--- config.mk ---
export PLATFORM = sky130hd
export DESIGN_NAME = vmem_arbiter
export DESIGN_NICKNAME = d
export VERILOG_FILES = /design/src/rtl/vga_pkg.sv /design/src/rtl/vmem_fill_cnt.sv /design/src/rtl/vmem_arbiter.sv
export SDC_FILE = /design/constraint.sdc
export NUM_CORES = 1
export LEC_CHECK = 0
export CAP_MARGIN = 0
export CORE_MARGIN = 2
export CORE_UTILIZATION = 38
export DETAILED_ROUTE_END_ITERATION = 10
export GPL_TIMING_DRIVEN = 0
export HOLD_SLACK_MARGIN = 0.1
export PLACE_DENSITY = 0.93
export SLEW_MARGIN = 20
export SYNTH_ARGS = -nofsm -noshare
export SYNTH_HDL_FRONTEND = slang
export SYNTH_SLANG_ARGS = --single-unit
--- constraint.sdc ---
create_clock -name clk -period 3.7 [get_ports clk]
set_input_delay 0.37 -clock clk [delete_from_list [all_inputs] [get_ports clk]]
set_output_delay 0.37 -clock clk [all_outputs]
set_load 0.03 [all_outputs]
--- src/rtl/vga_pkg.sv ---
// Shared definitions for the VGA framebuffer arbiter slice.
// Holds the default screen geometry, pixel/address widths, the fill FSM state
// type and a helper that packs a {column,row} pair into a framebuffer address.
// No ports (package).
package vga_pkg;

  localparam int H_ACTIVE = 640;
  localparam int V_ACTIVE = 480;
  localparam int DATA_W   = 24;
  localparam int ADDR_W   = 19;

  typedef enum logic [0:0] {
    IDLE = 1'b0,
    FILL = 1'b1
  } fillState_e;

  // Framebuffer addresses are the column in the upper bits, row in the lower.
  function automatic logic [18:0] packAddr(input logic [9:0] h, input logic [8:0] v);
    return {h, v};
  endfunction

endpackage

--- src/rtl/vmem_fill_cnt.sv ---
// Fill address generator for the full-screen clear.
// Walks fh across a line, then steps fv, and flags the final visible pixel.
// Ports:
//   clk, rst      - clock and synchronous active-high reset
//   clear_i       - restart the walk at (0,0)
//   advance_i     - the current pixel was written this cycle, step to the next
//   fh_o, fv_o    - current fill column / row
//   last_o        - current pixel is (H_ACTIVE-1, V_ACTIVE-1)
module vmem_fill_cnt #(
  parameter int H_ACTIVE = 640,
  parameter int V_ACTIVE = 480
) (
  input  logic       clk,
  input  logic       rst,
  input  logic       clear_i,
  input  logic       advance_i,
  output logic [9:0] fh_o,
  output logic [8:0] fv_o,
  output logic       last_o
);

  localparam logic [9:0] H_LAST = 10'(H_ACTIVE - 1);
  localparam logic [8:0] V_LAST = 9'(V_ACTIVE - 1);

  logic [9:0] fh_q, fh_d;
  logic [8:0] fv_q, fv_d;

  assign fh_o   = fh_q;
  assign fv_o   = fv_q;
  assign last_o = (fh_q == H_LAST) && (fv_q == V_LAST);

  // Counters only move when a fill write actually happened, so a stalled
  // cycle (VGA owning the port) leaves the position untouched. Stepping past
  // the last pixel wraps to (0,0); the FSM has left FILL by then.
  always_comb begin
    fh_d = fh_q;
    fv_d = fv_q;
    if (clear_i) begin
      fh_d = '0;
      fv_d = '0;
    end else if (advance_i) begin
      if (fh_q == H_LAST) begin
        fh_d = '0;
        fv_d = (fv_q == V_LAST) ? '0 : fv_q + 9'd1;
      end else begin
        fh_d = fh_q + 10'd1;
      end
    end
  end

  always_ff @(posedge clk) begin
    if (rst) begin
      fh_q <= '0;
      fv_q <= '0;
    end else begin
      fh_q <= fh_d;
      fv_q <= fv_d;
    end
  end

endmodule

--- src/rtl/vmem_arbiter.sv ---
// Single-port framebuffer arbiter shared by the VGA scan-out, a full-screen
// fill engine and a pixel writer. Fixed priority VGA > fill > writer, with at
// most one framebuffer access per cycle.
// Ports:
//   clk, rst                    - clock, synchronous active-high reset
//   vga_req, h_addr, v_addr     - scan-out read request and pixel position
//   vga_data                    - read pixel, one cycle after the request
//   wr_valid, wr_ready          - writer handshake
//   wr_h, wr_v, wr_data         - writer pixel position and colour
//   clr_start, clr_color        - start a fill with the given colour
//   clr_busy, clr_done          - fill in progress / final pixel written
//   mem_en, mem_we, mem_addr    - framebuffer control and {h,v} address
//   mem_wdata, mem_rdata        - framebuffer write / read data
module vmem_arbiter
  import vga_pkg::fillState_e;
  import vga_pkg::IDLE;
  import vga_pkg::FILL;
  import vga_pkg::packAddr;
#(
  parameter int H_ACTIVE = vga_pkg::H_ACTIVE,
  parameter int V_ACTIVE = vga_pkg::V_ACTIVE,
  parameter int DATA_W   = vga_pkg::DATA_W,
  parameter int ADDR_W   = vga_pkg::ADDR_W
) (
  input  logic              clk,
  input  logic              rst,
  input  logic              vga_req,
  input  logic [9:0]        h_addr,
  input  logic [8:0]        v_addr,
  output logic [DATA_W-1:0] vga_data,
  input  logic              wr_valid,
  output logic              wr_ready,
  input  logic [9:0]        wr_h,
  input  logic [8:0]        wr_v,
  input  logic [DATA_W-1:0] wr_data,
  input  logic              clr_start,
  input  logic [DATA_W-1:0] clr_color,
  output logic              clr_busy,
  output logic              clr_done,
  output logic              mem_en,
  output logic              mem_we,
  output logic [ADDR_W-1:0] mem_addr,
  output logic [DATA_W-1:0] mem_wdata,
  input  logic [DATA_W-1:0] mem_rdata
);

  fillState_e        state_q, state_d;
  logic [DATA_W-1:0] fillColor_q, fillColor_d;
  logic              vgaPend_q;
  logic              done_q, done_d;

  logic              vgaGrant;
  logic              fillGrant;
  logic              wrGrant;
  logic              fillStart;
  logic [9:0]        fillH;
  logic [8:0]        fillV;
  logic              fillLast;

  // Every grant is masked by rst so nothing touches memory during reset.
  // VGA is never delayed; fill takes any cycle VGA leaves free; the writer
  // only gets idle cycles where no fill is being requested either.
  assign vgaGrant  = vga_req && !rst;
  assign fillGrant = (state_q == FILL) && !vga_req && !rst;
  assign wr_ready  = !vga_req && (state_q == IDLE) && !clr_start && !rst;
  assign wrGrant   = wr_valid && wr_ready;
  assign fillStart = (state_q == IDLE) && clr_start && !rst;

  vmem_fill_cnt #(
    .H_ACTIVE(H_ACTIVE),
    .V_ACTIVE(V_ACTIVE)
  ) u_fill_cnt (
    .clk      (clk),
    .rst      (rst),
    .clear_i  (fillStart),
    .advance_i(fillGrant),
    .fh_o     (fillH),
    .fv_o     (fillV),
    .last_o   (fillLast)
  );

  // Fill FSM: a start in IDLE latches the colour; writing the last pixel
  // returns to IDLE and raises done for one cycle. Starts in FILL are ignored.
  always_comb begin
    state_d     = state_q;
    fillColor_d = fillColor_q;
    done_d      = 1'b0;
    if (fillStart) begin
      state_d     = FILL;
      fillColor_d = clr_color;
    end else if (fillGrant && fillLast) begin
      state_d = IDLE;
      done_d  = 1'b1;
    end
  end

  always_ff @(posedge clk) begin
    if (rst) begin
      state_q     <= IDLE;
      fillColor_q <= '0;
      vgaPend_q   <= 1'b0;
      done_q      <= 1'b0;
    end else begin
      state_q     <= state_d;
      fillColor_q <= fillColor_d;
      vgaPend_q   <= vgaGrant;
      done_q      <= done_d;
    end
  end

  // Port mux: address/data are zeroed when their access is not granted.
  always_comb begin
    mem_en    = 1'b0;
    mem_we    = 1'b0;
    mem_addr  = '0;
    mem_wdata = '0;
    if (vgaGrant) begin
      mem_en   = 1'b1;
      mem_addr = ADDR_W'(packAddr(h_addr, v_addr));
    end else if (fillGrant) begin
      mem_en    = 1'b1;
      mem_we    = 1'b1;
      mem_addr  = ADDR_W'(packAddr(fillH, fillV));
      mem_wdata = fillColor_q;
    end else if (wrGrant) begin
      mem_en    = 1'b1;
      mem_we    = 1'b1;
      mem_addr  = ADDR_W'(packAddr(wr_h, wr_v));
      mem_wdata = wr_data;
    end
  end

  // Status outputs are also masked by rst, which covers the first reset
  // cycle before the registers have been cleared.
  assign vga_data = (vgaPend_q && !rst) ? mem_rdata : '0;
  assign clr_busy = (state_q == FILL) && !rst;
  assign clr_done = done_q && !rst;

endmodule

Word level (Yosys, flattened, before mapping):

Index checks and enable logic that the tools add are counted.

* add/subtract/negate cells: 2
* eq/ne operators: 2
* muxes and demuxes: 16
* bitwise operators: 1
* reductions and logical operators: 20

Operators by type and width (number)
* $mux W24: 4
* $mux W19: 3
* $logic_and A1 B1 Y1: 14
* $add A10 B1 Y10 const B: 1
* $eq A10 B10 Y1 const B: 1
* $mux W10: 1
* $add A9 B1 Y9 const B: 1
* $eq A9 B9 Y1 const B: 1
* $mux W9: 1
* $mux W1: 7
* $logic_not A1 Y1: 3
* $reduce_and A2 Y1: 1
* $reduce_bool A2 Y1: 1
* $reduce_or A2 Y1: 1
* $not A1 Y1: 1

* register bits: 46
* bits of input ports: 115
* output and inout port bits: 72
* logic and storage cells: 47

Depth between registers and ports, before layout:

* depth in word-level cells: 8
* mapped depth: 7

Modules after synthesis:

A second synthesis with hierarchy kept.

* cell total of the unflattened synthesis: 351
* area, all modules: 2697.6 um^2

Modules (own cells, without submodules)
* vmem_arbiter: times used 1, cells each 247, area each 1767.9 um^2, sequential area each 540.5 um^2
* vmem_fill_cnt: times used 1, cells each 104, area each 929.6 um^2, sequential area each 380.4 um^2

Least setup slack after synthesis:

OpenSTA, ideal clock, no wires.

* path kind: input -> output
* from: input vga_req
* to: output mem_addr[16]
* arrival time: 2.868 ns
* slack: 0.462 ns
* stages: 6
* path through: nor4_1 -> and2_1 -> buf_2 -> clkbuf_1 -> a22oi_1 -> o21ai_0

* longest elaborated chain between the ends: 8
* elaborated cells between the ends (all ways): 11

RTL lines
* start: declaration: RTL line vmem_arbiter.sv:27 `input logic vga_req,`
* $logic_not A1 Y1: RTL line vmem_arbiter.sv:64, vmem_arbiter.sv:65
* $logic_and A1 B1 Y1 (3 in series): RTL line vmem_arbiter.sv:65 `assign wr_ready = !vga_req && (state_q == IDLE) && !clr_start && !rst;`
* $logic_and A1 B1 Y1: RTL line vmem_arbiter.sv:66 `assign wrGrant = wr_valid && wr_ready;`
* $mux W19: RTL line vmem_arbiter.sv:125 `end else if (wrGrant) begin`
* $mux W19: RTL line vmem_arbiter.sv:120 `end else if (fillGrant) begin`
* $mux W19 (*): RTL line vmem_arbiter.sv:117 `if (vgaGrant) begin`
* end: declaration: RTL line vmem_arbiter.sv:42 `output logic [ADDR_W-1:0] mem_addr,`

Every way passes the cells marked *; elsewhere a longest branch is shown, timed or not.

Final worst setup path:

* from: input vga_req
* to: output mem_addr[17]

The elaborated chain is that of the path after synthesis.

==> results_dict.tcl <==
set metrics [dict create \
    yosysSeqAreaShare 0.355 \
    wirelength_um 10200 \
    io-pin-count 187 \
    grt_use_met3 0.0581 \
    crit_path_frequent_cell "clkdlybuf4s50_1" \
    syn2layout_area_growth_pct 79.1 \
    syn_avg_cell_area_um2 7.59 \
    worstPathArrival_ns 3.18 \
    cts_setup_buffers 0 \
    root_buffer "clkbuf_8" \
    worst_slew_pin_slew_ns 0.647 \
    final_antenna_net_count 0 \
    synthDistinctLibCells 36 \
    critPathMaxFanout 10 \
    overflow 0 \
    grt_pass1_wl_um 15300 \
    drc 0 \
    ir_worst_vdd_mv 0.153 \
    initial_core_util 0.386 \
    grt_busiest_layer "met2" \
    hold_buffers 0 \
    final_max_slew_viol_count 0 \
    grt_pass1_vias 3277 \
    synthFlopType "dfxtp_1" \
    num_vias 3364 \
    critical-path-max-stage-delay_ns 0.70 \
    path_class "input pin to output port" \
    std_cell_rows 30 \
    die_h_um 86.7 \
    layout_commonest_cell "clkdlybuf4s50_1" \
    crit_buf_inv 4 \
    core_area_um2 6720 \
    cts-buffers-inserted 5 \
    synthCells 342 \
    critPathSlowestCell "clkdlybuf4s50_1" \
    cts_max_level 2 \
    p_leak_nw 1.80 \
    grt_use_met2 0.492 \
    rsz0062_at_grt "no" \
    hpwlAfterDp_um 8130 \
    clk_pin_slew_ns 0.08 \
    min_path_type "register to register" \
    clk_latency_ns 0.29 \
    cp.depth 8 \
    relSlewSlack 0.563 \
    start_kind "input pin" \
    ys_ff_latch 46 \
    grt_util_met1 0.271 \
    final_cell_mix "clkdlybuf4s50_1, nor2_1, dfxtp_1" \
    synth_area_um2 2600 \
    critPathRequiredTime_ns 3.33 \
    antenna_found_initial 0 \
    max_freq_mhz 281 \
    min_period_over_period 0.960 \
    cts_buffer_depth 2 \
    cts_tree "done" \
    setup_viol 0 \
    drt-initial-drc-count 218 \
    grt_max_degree 14 \
    holdPathStages 1 \
    cap_violations 0 \
    cts_sinks 46 \
    synthArstFlopShare 0 \
    post-place-cells 608 \
    fin_nets 652 \
    status "completed" \
    synth_edf_count 0 \
    antenna_cells 0 \
    viasPerCell 5.46 \
    track_usage 0.258 \
    syn-num-nets 459 \
    port_buffers 186 \
    dr.pass1.iters 6 \
    place_congestion 0.909 \
    period_minus_slack_ns 3.55 \
    skew_ns 0.00891 \
    power_density_nw_per_um2 264 \
    finalHoldViolCount 0 \
    cts_resized 0 \
    finalSetupTns_ns 0 \
    path_cells "clkdlybuf4s50_1 > nor4_1 > and2_1 > buf_2 > clkbuf_1 > a22oi_1 > o21ai_0 > clkdlybuf4s50_1" \
    path_delay_family "buffers and inverters" \
    yosys_warnings 0 \
    stdcell_count 616 \
    dieArea_um2 7510 \
    wire_per_inst_um 16.5 \
    drive_above_1_share 0.0317 \
    die_w_um 86.7 \
    reg2regPathDepth 6 \
    endpoint_kind "output port" \
]
[through the flow]
step,instance area (um2),power (W),util,hold slack [ns],worst slack [ns]
2_1_floorplan,2600,0.000704,-,0.450,0.462
3_3_place_gp,4560,0.000918,0.678,0.462,0.237
3_5_place_dp,4560,0.000925,0.678,0.467,0.212
4_1_cts,4650,0.00123,0.692,0.489,0.200
5_1_grt,4650,0.00127,0.692,0.504,0.0140
6_report,4650,0.00123,0.692,0.484,0.147
[logic make-up after synthesis]
| kind of cell | Yosys count | synth area share |
|---|---|---|
| AOI/OAI and AO/OA | 98 | 0.247 |
| xor gates and xnor gates | 10 | 0.0337 |
| adders and majority gates | 2 | 0.00964 |
| buffers and inverters | 32 | 0.0487 |
| DFF | 46 | 0.355 |
| muxes | 1 | 0.00386 |
| and+or+nand+nor | 153 | 0.302 |
[path summary, 6_finish.rpt]
path / from / slack (ns) / endpoint
setup / recovery: vga_req / 0.15 / mem_addr[17]
hold reg to reg: fillColor_q[23] / 0.48 / fillColor_q[23]
hold / removal: fillColor_q[23] / 0.48 / fillColor_q[23]
setup reg to reg: u_fill_cnt.fh_o[1] / 1.45 / u_fill_cnt.fv_o[8]
[per-layer routing]
| layer | routed length, um | vias to the layer above |
|---|---|---|
| met4 | 285 | 0 |
| met1 | 3700 | 1545 |
| met2 | 5320 | 204 |
| met3 | 867 | 24 |
| met5 | 0 | - |
| li1 | - | 1591 |
[sequential cells by signal (all words and copies together), names as in the netlist]
| signal | flops |
|---|---|
| u_fill_cnt.fh_o | 10 |
| state_q | 1 |
| u_fill_cnt.fv_o | 9 |
| fillColor_q | 24 |
| vgaPend_q | 1 |
| done_q | 1 |
[cell type report]
type	instances	area, um2
Fill cell	527	2070
Timing Repair Buffer	186	1860
Multi-Input combinational cell	264	1550
Sequential cell	46	921
Buffer	27	108
Tap cell	80	100
Clock buffer	7	86.3
Inverter	5	18.8
Clock inverter	1	5.00
[where the power goes]
part | total, W | internal [W] | switching [W]
combinational | 0.000386 | 0.000205 | 0.000181
sequential | 0.000528 | 0.000516 | 0.0000128
clock | 0.000313 | 0.000151 | 0.000162
[cell usage after synthesis (3+ instances only)]
cell      instances  share of area
xor2_1            8          0.027
clkbuf_1         22          0.032
nor2_1           62          0.090
or3_1             5          0.012
dfxtp_1          46           0.35
and3_1            3         0.0072
nand2_1          23          0.033
a22o_1           24          0.081
o21ai_0          20          0.039
buf_2             4         0.0077
nand3_1           7          0.013
and2_1           26          0.063
nand2b_1          3         0.0072
nand4_1           8          0.019
a21oi_1          32          0.062
a222oi_1          3          0.012
inv_1             5         0.0072
nor2b_1           5          0.012
a22oi_1          15          0.043
No activity file was read; power rests on OpenSTA's default activity.
==> patch 1 (config.mk and constraints unchanged) <==
Reset style: asynchronous (`rst`), changed in 2 clocked blocks. Comments in the files are not updated.
--- a/src/rtl/vmem_fill_cnt.sv
+++ b/src/rtl/vmem_fill_cnt.sv
@@ -50,3 +50,3 @@
 
-  always_ff @(posedge clk) begin
+  always_ff @(posedge clk or posedge rst) begin
     if (rst) begin
--- a/src/rtl/vmem_arbiter.sv
+++ b/src/rtl/vmem_arbiter.sv
@@ -96,3 +96,3 @@
 
-  always_ff @(posedge clk) begin
+  always_ff @(posedge clk or posedge rst) begin
     if (rst) begin
Function: no difference found for any inputs over 10 cycles, from zero or initial values and one cycle with rst high; that may be too few to reach the edited logic, so the function may still have changed.
==> patch 1 against the unedited design <==
Power grew 10%; area after synthesis grew 13%; cell area grew 8.3%; sequential power grew 9.3%; wire length grew 7.6%; sequential cell count is the same; utilization shrank 3.0 points; via count grew 8.0%; worst setup slack gained 0.16 ns.
==> patch 1: results <==
[outcome]
outcome = "finished clean"

[sta]
fin_skew_ns = 0.00366
worstMarginPinSlew_ns = 0.561

[placement]
gp_congestion = 0.900
preCtsSetupSlack_ns = -0.214
dp.cells = 692
port_buffers = 185
dp_hpwl_microns = 8620

[final_layout]
inv_count = 9
final_nets = 714
multi_input_area_sq_um = 1650
final_core_util = 0.662
n_clock_buffer = 8
buffer_area_frac = 0.390
seq_cells = 46
drive_gt1_frac = 0.0334
fillerInstances = 651
clk_share = 0.0219

[routing]
vias_per_cell = 5.19
finalWirelength_microns = 10900
drtIter0Drc = 184

[grt]
grt_max_degree = 49
grt_pass1_wl_microns = 17700
use_met3 = 0.0493

[logic_synthesis]
ys_types = 40
synth_seq_area_share = 0.391
synth_nets = 522
postSynth.asyncResetShare = 1.00
synthTopCellsByCount = "101 x nand2_1, 53 x nor2_1, 46 x dfrtp_1, 28 x a21oi_1, 28 x o21ai_1"

[power_and_ir_drop]
powerComb_mw = 0.415
switching_power_mw = 0.413

[clocking]
cts_resized = 1

[worst_hold_path]
hp-class = "in -> async"
[patch 1: path summary, 6_finish.rpt]
| kind | startpoint | end | slack, ns |
|---|---|---|---|
| max | vga_req | mem_addr[17] | 0.31 |
| min | rst | u_fill_cnt.fv_o[8]$_DFFE_PP0P_ | 0.30 |
| max reg2reg | u_fill_cnt.fh_o[0]$_DFFE_PP0P_ | u_fill_cnt.fv_o[6]$_DFFE_PP0P_ | 1.72 |
| min reg2reg | fillColor_q[0]$_DFFE_PP0N_ | fillColor_q[0]$_DFFE_PP0N_ | 0.48 |
| max in group asynchronous | rst | fillColor_q[23]$_DFFE_PP0N_ | 3.10 |
| min in group clk | fillColor_q[0]$_DFFE_PP0N_ | fillColor_q[0]$_DFFE_PP0N_ | 0.48 |
[patch 1: cell families after synthesis]
logic type	Yosys count	share of synthesized area
compound gates	96	0.196
simple gates	223	0.349
xor+xnor	2	0.00595
fa+ha+maj	2	0.00850
flops	46	0.391
buf+inv	36	0.0493
==> patch 2 (config.mk and constraints unchanged) <==
Made on the original files. Set the package constant `DATA_W` to 12 (it was 24).
--- a/src/rtl/vga_pkg.sv
+++ b/src/rtl/vga_pkg.sv
@@ -8,3 +8,3 @@
   localparam int V_ACTIVE = 480;
-  localparam int DATA_W   = 24;
+  localparam int DATA_W   = 12;
   localparam int ADDR_W   = 19;
Interface: changed (5 resized); port bits go from 187 to 127. No check against the original RTL was run, so the function may have changed too.
==> patch 2 against the unedited design <==
Cell area decreased by 26%; area after synthesis decreased by 22%; worst setup slack improved by 0.19 ns; wire length decreased by 29%; power decreased by 26%; register-to-register slack improved by 0.09 ns; critical path depth unchanged; sequential cell count decreased by 12; critical path type unchanged; highest routed layer unchanged.
==> patch 2: results <==
[logic_synthesis]
ys_warn_count = 0
postSynth.asyncResetShare = 0
synth_seq_area_share = 0.338
synth_nets = 366
synth.area.top_cells = "dfxtp_1 34%, nand2_1 8.4%, a21oi_1 7.7%, nor2_1 7.1%, a22oi_1 6.0%"
syn_inst = 285
synthTopCellsByCount = "45 x nand2_1, 38 x nor2_1, 34 x dfxtp_1, 31 x a21oi_1, 18 x o21ai_0"
synthFlopType = "dfxtp_1"
ys_types = 34

[outcome]
outcome = "finished clean"

[routing]
drtIter0Drc = 175
finalWirelength_microns = 7240
dr.pass1.iters = 4
vias_per_cell = 5.25
wl_per_cell_microns = 14.8

[placement]
preCtsSetupSlack_ns = 0.332
port_buffers = 126
dp_hpwl_microns = 5740
dp.cells = 481
gp_congestion = 0.898
place_area_sq_um = 3360

[grt]
grt_usage = 0.249
grt_max_degree = 11
grt_pass1_vias = 2570
antenna_found_initial = 0
grt_pass1_wl_microns = 11900

[clocking]
clk_pin_slew_ns = 0.07
post_cts_buffers = 0
h-tree-depth = 2
clock_path_buffers = 2
root_buffer = "clkbuf_8"
cts_buffers = 5
clk_latency_ns = 0.29
cts_resized = 0

[final_layout]
final_nets = 499
largest_reg_flops = 12
fillerInstances = 430
drive_gt1_frac = 0.0334
top_register = "fillColor_q"
n_antenna_cell = 0

[power_and_ir_drop]
vdd_drop_max_v = 0.000221
cellLeakagePower_nw = 1.25

[setup_path]
max_stage_delay_ns = 0.70
critical-path-slowest-cell = "clkdlybuf4s50_1"
worstPathMaxFanout = 10
critPathTopFamily = "buffers and inverters"
worst-endpoint-arrival_ns = 3.00

[sta]
worstMarginPinSlew_ns = 0.568
fin_skew_ns = 0.00435

[worst_hold_path]
hp-class = "reg -> reg"
patch 2: cell count changes after synthesis, moves of 8 or more:
| cell | delta |
|---|---|
| and2_1 | -12 |
| nand2_1 | +22 |
| nor2_1 | -24 |
| clkbuf_1 | -8 |
| dfxtp_1 | -12 |
| a22o_1 | -24 |
patch 2: worst min-delay path, stage by stage (launching register included):
cell and delay (ns):
dfxtp_1 0.31, nand2_1 0.05, a21oi_1 0.05
patch 2: cells by family (layout without fill, tap and decap cells):
| kind of cell | Yosys count | after routing | synth area share |
|---|---|---|---|
| and+or+nand+nor | 137 | 137 | 0.330 |
| AOI/OAI and AO/OA | 76 | 76 | 0.224 |
| DFF | 34 | 34 | 0.338 |
| buffers and inverters | 26 | 160 | 0.0510 |
| xor gates and xnor gates | 9 | 9 | 0.0392 |
| adders and majority gates | 2 | 2 | 0.0124 |
| muxes | 1 | 1 | 0.00497 |
patch 2: final timing paths:
path / start / to / slack (ns) / depth (start not counted)
hold / removal: fillColor_q[2]$_SDFFE_PP0P_ / fillColor_q[2]$_SDFFE_PP0P_ / 0.46 / 2
setup / recovery: vga_req / mem_addr[8] / 0.33 / 8
hold reg to reg: fillColor_q[2]$_SDFFE_PP0P_ / fillColor_q[2]$_SDFFE_PP0P_ / 0.46 / 2
setup reg to reg: u_fill_cnt.fv_o[0]$_SDFFE_PP0P_ / u_fill_cnt.fv_o[0]$_SDFFE_PP0P_ / 1.54 / 5
patch 2: final cells by class:
class	count	area, sq um	area share
plain buffers	19	76.3	0.0221
clock buffers	7	86.3	0.0250
clock inverters	1	5.00	0.00145
inverters	7	26.3	0.00761
multi-input cells	225	1230	0.356
flip-flops and latches	34	681	0.197
well taps	70	87.6	0.0254
repair buffers	126	1260	0.365
patch 2: metal layers:
| metal | vias to the layer above | track usage | wire length [microns] |
|---|---|---|---|
| met1 | 1145 | 0.273 | 2650 |
| met5 | - | 0 | 0 |
| li1 | 1263 | - | - |
| met2 | 136 | 0.432 | 3530 |
| met4 | 0 | 0.138 | 308 |
| met3 | 23 | 0.0706 | 749 |
patch 2: report_power, final:
| part | internal [mW] | switching, mW |
|---|---|---|
| Sequential | 0.375 | 0.00542 |
| Clock | 0.150 | 0.131 |
| Combinational | 0.130 | 0.116 |
patch 2: per-stage QoR:
step | hold slack, ns | power [mW] | util
CTS | 0.457 | 0.913 | 0.676
floorplan | 0.437 | 0.490 | -
global route | 0.481 | 0.946 | 0.676
finish | 0.456 | 0.908 | 0.676
global placement | 0.443 | 0.631 | 0.658
detailed placement | 0.448 | 0.635 | 0.658
